## src/rtl/tx_resp_arbiter.sv

```systemverilog
// Arbitrates register-read and ALU responses onto a byte-wide TX FIFO write port.
// Optional sticky overflow flag for dropped pulses: define RESP_OVF_EN.
module tx_resp_arbiter #(
   parameter int data_width = 8,
   parameter int width      = 16
) (
   input  logic                  CLK,
   input  logic                  RST,
   input  logic [data_width-1:0] RdData,
   input  logic                  RdData_Valid,
   input  logic [width-1:0]      ALU_OUT,
   input  logic                  OUT_VALID,
   input  logic                  wfull,
`ifdef RESP_OVF_EN
   input  logic                  OVF_CLR,
   output logic                  OVF,
`endif
   output logic [data_width-1:0] TX_P_DATA,
   output logic                  TX_D_VLD,
   output logic                  RD_BUSY,
   output logic                  ALU_BUSY
);

   localparam logic [1:0] IDLE        = 2'd0;
   localparam logic [1:0] SEND_RD     = 2'd1;
   localparam logic [1:0] SEND_ALU_LO = 2'd2;
   localparam logic [1:0] SEND_ALU_HI = 2'd3;

   logic [1:0]            r_state;
   logic [1:0]            w_next_state;
   logic [data_width-1:0] r_rd_hold;
   logic                  r_rd_vld;
   logic [width-1:0]      r_alu_hold;
   logic                  r_alu_vld;
   logic                  r_last_alu;
   logic                  w_grant_rd;
   logic                  w_grant_alu;
   logic                  w_rd_rel;
   logic                  w_alu_rel;
   logic                  w_rd_cap;
   logic                  w_alu_cap;

   assign TX_D_VLD = (r_state != IDLE) && !wfull;
   assign RD_BUSY  = r_rd_vld;
   assign ALU_BUSY = r_alu_vld;

   assign w_rd_rel  = TX_D_VLD && (r_state == SEND_RD);
   assign w_alu_rel = TX_D_VLD && (r_state == SEND_ALU_HI);
   // A release frees the slot on the same edge, so a coincident pulse is taken.
   assign w_rd_cap  = RdData_Valid && (!r_rd_vld || w_rd_rel);
   assign w_alu_cap = OUT_VALID && (!r_alu_vld || w_alu_rel);

   always_comb begin
      w_next_state = r_state;
      w_grant_rd   = 1'b0;
      w_grant_alu  = 1'b0;
      case (r_state)
         IDLE: begin
            if (r_rd_vld && r_alu_vld) begin
               w_grant_rd  = r_last_alu;
               w_grant_alu = !r_last_alu;
            end else begin
               w_grant_rd  = r_rd_vld;
               w_grant_alu = r_alu_vld;
            end
            if (w_grant_rd) begin
               w_next_state = SEND_RD;
            end else if (w_grant_alu) begin
               w_next_state = SEND_ALU_LO;
            end
         end
         SEND_RD:     if (TX_D_VLD) w_next_state = IDLE;
         SEND_ALU_LO: if (TX_D_VLD) w_next_state = SEND_ALU_HI;
         SEND_ALU_HI: if (TX_D_VLD) w_next_state = IDLE;
         default:     w_next_state = IDLE;
      endcase
   end

   always_comb begin
      TX_P_DATA = '0;
      case (r_state)
         SEND_RD:     TX_P_DATA = r_rd_hold;
         SEND_ALU_LO: TX_P_DATA = r_alu_hold[data_width-1:0];
         SEND_ALU_HI: TX_P_DATA = r_alu_hold[width-1:data_width];
         default:     TX_P_DATA = '0;
      endcase
   end

   always_ff @(posedge CLK or negedge RST) begin
      if (!RST) begin
         r_state    <= IDLE;
         r_last_alu <= 1'b1;
      end else begin
         r_state <= w_next_state;
         if (w_grant_rd) begin
            r_last_alu <= 1'b0;
         end else if (w_grant_alu) begin
            r_last_alu <= 1'b1;
         end
      end
   end

   always_ff @(posedge CLK or negedge RST) begin
      if (!RST) begin
         r_rd_hold <= '0;
         r_rd_vld  <= 1'b0;
      end else if (w_rd_cap) begin
         r_rd_hold <= RdData;
         r_rd_vld  <= 1'b1;
      end else if (w_rd_rel) begin
         r_rd_vld <= 1'b0;
      end
   end

   always_ff @(posedge CLK or negedge RST) begin
      if (!RST) begin
         r_alu_hold <= '0;
         r_alu_vld  <= 1'b0;
      end else if (w_alu_cap) begin
         r_alu_hold <= ALU_OUT;
         r_alu_vld  <= 1'b1;
      end else if (w_alu_rel) begin
         r_alu_vld <= 1'b0;
      end
   end

`ifdef RESP_OVF_EN
   logic r_ovf;
   logic w_drop;

   assign w_drop = (RdData_Valid && !w_rd_cap) || (OUT_VALID && !w_alu_cap);
   assign OVF    = r_ovf;

   always_ff @(posedge CLK or negedge RST) begin
      if (!RST) begin
         r_ovf <= 1'b0;
      end else if (w_drop) begin
         r_ovf <= 1'b1;
      end else if (OVF_CLR) begin
         r_ovf <= 1'b0;
      end
   end
`endif

endmodule

```

## config.mk

```make
export PLATFORM = sky130hd
export DESIGN_NAME = tx_resp_arbiter
export DESIGN_NICKNAME = d
export VERILOG_FILES = /design/src/rtl/tx_resp_arbiter.sv
export SDC_FILE = /design/constraint.sdc
export NUM_CORES = 1
export LEC_CHECK = 0
export BUFFER_PORTS_ARGS = -buffer_cell sky130_fd_sc_hd__buf_2
export CAP_MARGIN = 20
export CORE_ASPECT_RATIO = 1.75
export CORE_MARGIN = 3
export CORE_UTILIZATION = 45
export CTS_CLUSTER_SIZE = 40
export DETAILED_ROUTE_END_ITERATION = 12
export PLACE_DENSITY_LB_ADDON = 0.2
export SETUP_SLACK_MARGIN = 0.1
export SLEW_MARGIN = 15
export SYNTH_ARGS = -nofsm -noshare
export SYNTH_HDL_FRONTEND = slang
export SYNTH_SLANG_ARGS = --single-unit
```

## constraint.sdc

```tcl
create_clock -name CLK -period 2.7 [get_ports CLK]
set_clock_uncertainty 0.2 [all_clocks]
set_input_delay 0.135 -clock CLK [delete_from_list [all_inputs] [get_ports CLK]]
set_output_delay 0.135 -clock CLK [all_outputs]
set_load 0.005 [all_outputs]
```

* Word level (Yosys, flattened, before mapping)
Cells that the tools add are included.
** Word-level totals
- Latch bits :: 0
- ROM bits :: 0
- Memories :: 0
- RAM bits :: 0
- Bits in registers :: 29
- Output and inout bits :: 11
- Word-level logic and storage cells :: 49
** Cells by class
- Divide/modulo/power cells :: 0
- Reduce and logical (&&, ||, !) cells :: 19
- Shift operators :: 0
- Muxes and demuxes :: 18
- Eq/ne operators :: 6
- Magnitude comparators :: 0
- Multiply operators :: 0
- $add $sub $neg :: 0
- Bitwise operators :: 0
** Operator list (number)
- $pmux 8 s3 :: 1
- $mux 1 :: 12
- $mux 2 :: 4
- $reduce_bool 2->1 :: 4
- $logic_and 1x1->1 :: 6
- $pmux 2 s3 :: 1
- $eq 2x2->1 const B :: 2
- $logic_not 1->1 :: 4
- $ne 3x1->1 const B :: 1
- $reduce_and 3->1 :: 1
- $eq 2x1->1 const B :: 1
- $logic_not 2->1 :: 1
- $logic_or 1x1->1 :: 2
- $ne 2x1->1 const B :: 1
- $ne 2x2->1 const B :: 1
- $reduce_or 2->1 :: 1

* Depth between registers and ports, before layout
- Word-level depth :: 6
- Mapped depth :: 5

* Worst setup path after synthesis
Ideal clock, no wire load.
- Path type :: register -> register
- Start :: register r_state[1]
- End :: register r_alu_hold[10]
- Data required time :: 2373 ps
- Data arrival time :: 1290 ps
- Path buffers :: 2
- Cell stages (with the launch flop) :: 6
- Library setup time :: 127 ps
- Path slack :: 1082 ps
- Cell sequence :: dfrtp_1 > buf_2 > nand3b_4 > a21boi_4 > buf_6 > mux2_1
** Between the ends
- Cells in the longest elaborated chain, start to end :: 5
- Elaborated cells between the ends (all ways) :: 6
- Classes of those cells :: eq/ne: 1; reduce/logical: 5
** Ends and longest elaborated chain
- start, declared :: RTL line 29 : logic [1:0] r_state;
- start signal, assigned :: RTL line 94 : r_state <= w_next_state;
- $reduce_bool 2->1 :: RTL line 43 : assign TX_D_VLD = (r_state != IDLE) && !wfull;
- $logic_and 1x1->1 :: RTL line 43
- $logic_and 1x1->1 * :: RTL line 48 : assign w_alu_rel = TX_D_VLD && (r_state == SEND_ALU_HI);
- $logic_or 1x1->1 * :: RTL line 51 : assign w_alu_cap = OUT_VALID && (!r_alu_vld || w_alu_rel);
- $logic_and 1x1->1 * :: RTL line 51
- end signal, assigned :: RTL line 117 : r_alu_hold <= '0;
- end signal, assigned :: RTL line 120 : r_alu_hold <= ALU_OUT;
- end, declared :: RTL line 33 : logic [width-1:0] r_alu_hold;
Every way passes the cells marked *; elsewhere a longest branch is shown, timed or not.
A chain may end at the register's enable or synchronous reset.

* Worst setup path after layout
- Start :: register r_state[1]
- End :: output port TX_P_DATA[3]
** Between the ends
- Cells in the longest elaborated chain, start to end :: 2
- Elaborated cells between the ends (all ways) :: 4
- Classes of those cells :: eq/ne: 3; mux: 1
** Ends and longest elaborated chain
- $eq 2x2->1 or $eq 2x1->1 (tied branches) :: RTL line 81 : case (r_state)
- $pmux 8 s3 * :: RTL line 81
- end, declared :: RTL line 18 : output logic [data_width-1:0] TX_P_DATA,
Marks and branches as above.

==> results.cfg <==
[setup_path]
worstSetupStartpointType = flip-flop
endpoint_kind = primary output
crit_start = r_state[1]
crit_arrival_ps = 1840
reg2regPathDepth = 3
crit_type = flip-flop to primary output
r2r_slack_ps = 660
required_ps = 2370
r2r-end = r_alu_hold[4]
crit_fanout = 11
reg2reg_from = r_state[0]

[sta]
slew_viol_final = 0
tns_ps = 0
finalCriticalPeriod_ps = 2171
max_slew_margin_pct = 57.30
fin_ws_ps = 528.9
setup_viol = 0
max_freq_mhz = 460.6
rsz0062_at_grt = false
worst_pin_slew_ps = 640.5
post-route-period-util_pct = 80.41
hold_slack_ps = 220.1
final-hold-violation-count = 0

[drt]
first_iter_violations = 8
first_pass_iters = 4
wl_per_cell_um = 15.04
vias = 1007
ant_nets = 0
drt-total-wl_um = 2888
drcViolationCount = 0
vias_per_cell = 5.245

[global_routing]
grt_pass1_vias = 1029
gr-usage-met3_pct = 5.505
grt_overflow_total = 0
grt_pass1_wl_um = 4712
grt_usage_pct = 18.14
grt_max_degree = 30
antenna_found_initial = 0
met2_usage_pct = 30.11
busiest_layer = met2
use_met1_pct = 20.06

[power_and_ir_drop]
p_per_area_nw_per_um2 = 1001
power_switching_uw = 589.8
seqPwrFrac_pct = 43.2
p_int_mw = 1.322
netSwitchingFraction_pct = 30.86
power.leakage_nw = 0.9071
clockPowerShare_pct = 18.3
power_mw = 1.912
p_comb_share_pct = 38.5
ir_drop_uv = 605.3

[layout]
stdcell_count = 192
final_util_pct = 68.63
antennaDiodeCount = 0
layout.nets = 194
final_layout_size_suffix_gt1_share_pct = 44.24
finalInstanceArea_um2 = 1911
area_growth_pct = 42.98

[synthesis]
synthCells = 95
synthDistinctLibCells = 22
postSynthAreaPerCell_um2 = 14.07
synth_warnings = 0
yosysSeqAreaShare_pct = 54.40
synth.top_cell.area_share_pct = 52.43
ys_ff_latch = 29
syn_area_um2 = 1336
synth_area_leaders = dfrtp_1 (52%), mux2_2 (19%), mux2_1 (8.4%), a22o_1 (5.2%), dfstp_2 (2.0%)
syn_nets = 124
synth_top_area_cell = dfrtp_1

[clocking]
cts_buffers = 5
cts.sinks = 29
cts_root_buf = clkbuf_8
ctsResizeCount = 0
postCtsSetupRepairBufs = 0
holdBufCountCts = 28
clkTransAtPathRegs_ps = 60
clockBufferDepth = 2
cts_tree = built
clk_latency_ps = 270
h-tree-depth = 2

[job]
cap_viol_max_count = 0

[floorplanning]
die_h_um = 78.09
die_w_um = 47.20
core_area_um2 = 2784
fp.dieArea_um2 = 3685
fp-row-count = 25
ios = 40
start_util_pct = 48.00

[placement]
dp_hpwl_um = 1904
dp_slack_ps = 628.8
place_area_um2 = 1544
place_inst = 157
gp_congestion = 0.7300
port_buffers = 39

[worst_hold_path]
hp-class = primary input to asynchronous set/reset pin

[run_status]
status = completed
## metal layers
metal	wire, µm	part of all wire, %
met1	1114	39
met2	1577	55
met3	158	5.5
met4	38	1.3
met5	0	0
## cells in the final DEF (no fill, tap or decap)
master	n
buf_2	39
dfrtp_1	28
dlygate4sd3_1	28
mux2_2	22
mux2_1	10
a22o_1	8
clkbuf_8	6
a21oi_1	4
inv_1	3
nor2_1	2
nand2_1	2
nor2b_1	1
nor3b_2	1
o21ai_2	1
nand3b_4	1
a21boi_4	1
a211o_1	1
a22oi_1	1
a31oi_1	1
o21bai_1	1
a21o_1	1
clkbuf_1	1
buf_4	1
dfstp_2	1
## synthesized netlist by cell type (all sizes together)
cell type / n
mux2: 32
dfrtp: 28
a22o: 8
a21oi: 4
buf: 3
inv: 3
clkbuf: 2
nand2: 2
nor2: 2
a211o: 1
a21boi: 1
a21o: 1
a22oi: 1
a31oi: 1
dfstp: 1
nand3b: 1
nor2b: 1
nor3b: 1
o21ai: 1
o21bai: 1
## power groups by stage
stage / clock [mW] / sequential [mW] / combinational (mW)
after floorplan: 0 / 0.745 / 0.566
after global placement: 0 / 0.823 / 0.697
after detailed placement: 0 / 0.836 / 0.714
after CTS: 0.362 / 0.828 / 0.747
after global routing: 0.376 / 0.859 / 0.812
final: 0.349 / 0.826 / 0.736
## worst max path at each step
stage                           endpoint  slack (ps)  cells after the start
after floorplan           r_alu_hold[10]        1080                      5
after global placement     r_alu_hold[1]         690                      3
after detailed placement   r_alu_hold[4]         630                      3
after CTS                   TX_P_DATA[5]         490                      3
after global routing        TX_P_DATA[5]         400                      3
final                       TX_P_DATA[3]         530                      3
## flip-flops by register name, summed over array words and instances, names as in the netlist
name	count
ALU_BUSY	1
r_last_alu	1
r_state	2
r_rd_hold	8
r_alu_hold	16
RD_BUSY	1
## layout make-up
type,instances,area [µm²]
clock buffers,7,86.33
fillers,204,873.3
inverters,3,11.26
multi-input cells,58,569.3
flip-flops and latches,29,726.9
well taps,27,33.78
repair buffers,68,483.0
## cells by family after synthesis
logic type	Yosys count	share of synthesized area, %
AND/OR/NAND/NOR	7	4.027
AO/OA/AOI/OAI	19	11.61
flip-flops	29	54.40
buffers and inverters	8	2.996
multiplexers	32	26.97
## critical path, cell delays in order (launching register included)
cell and delay (ps):
dfrtp_1 610, nor2b_1 580, a22o_1 250, buf_2 110
(Power assumes the default switching activity.)
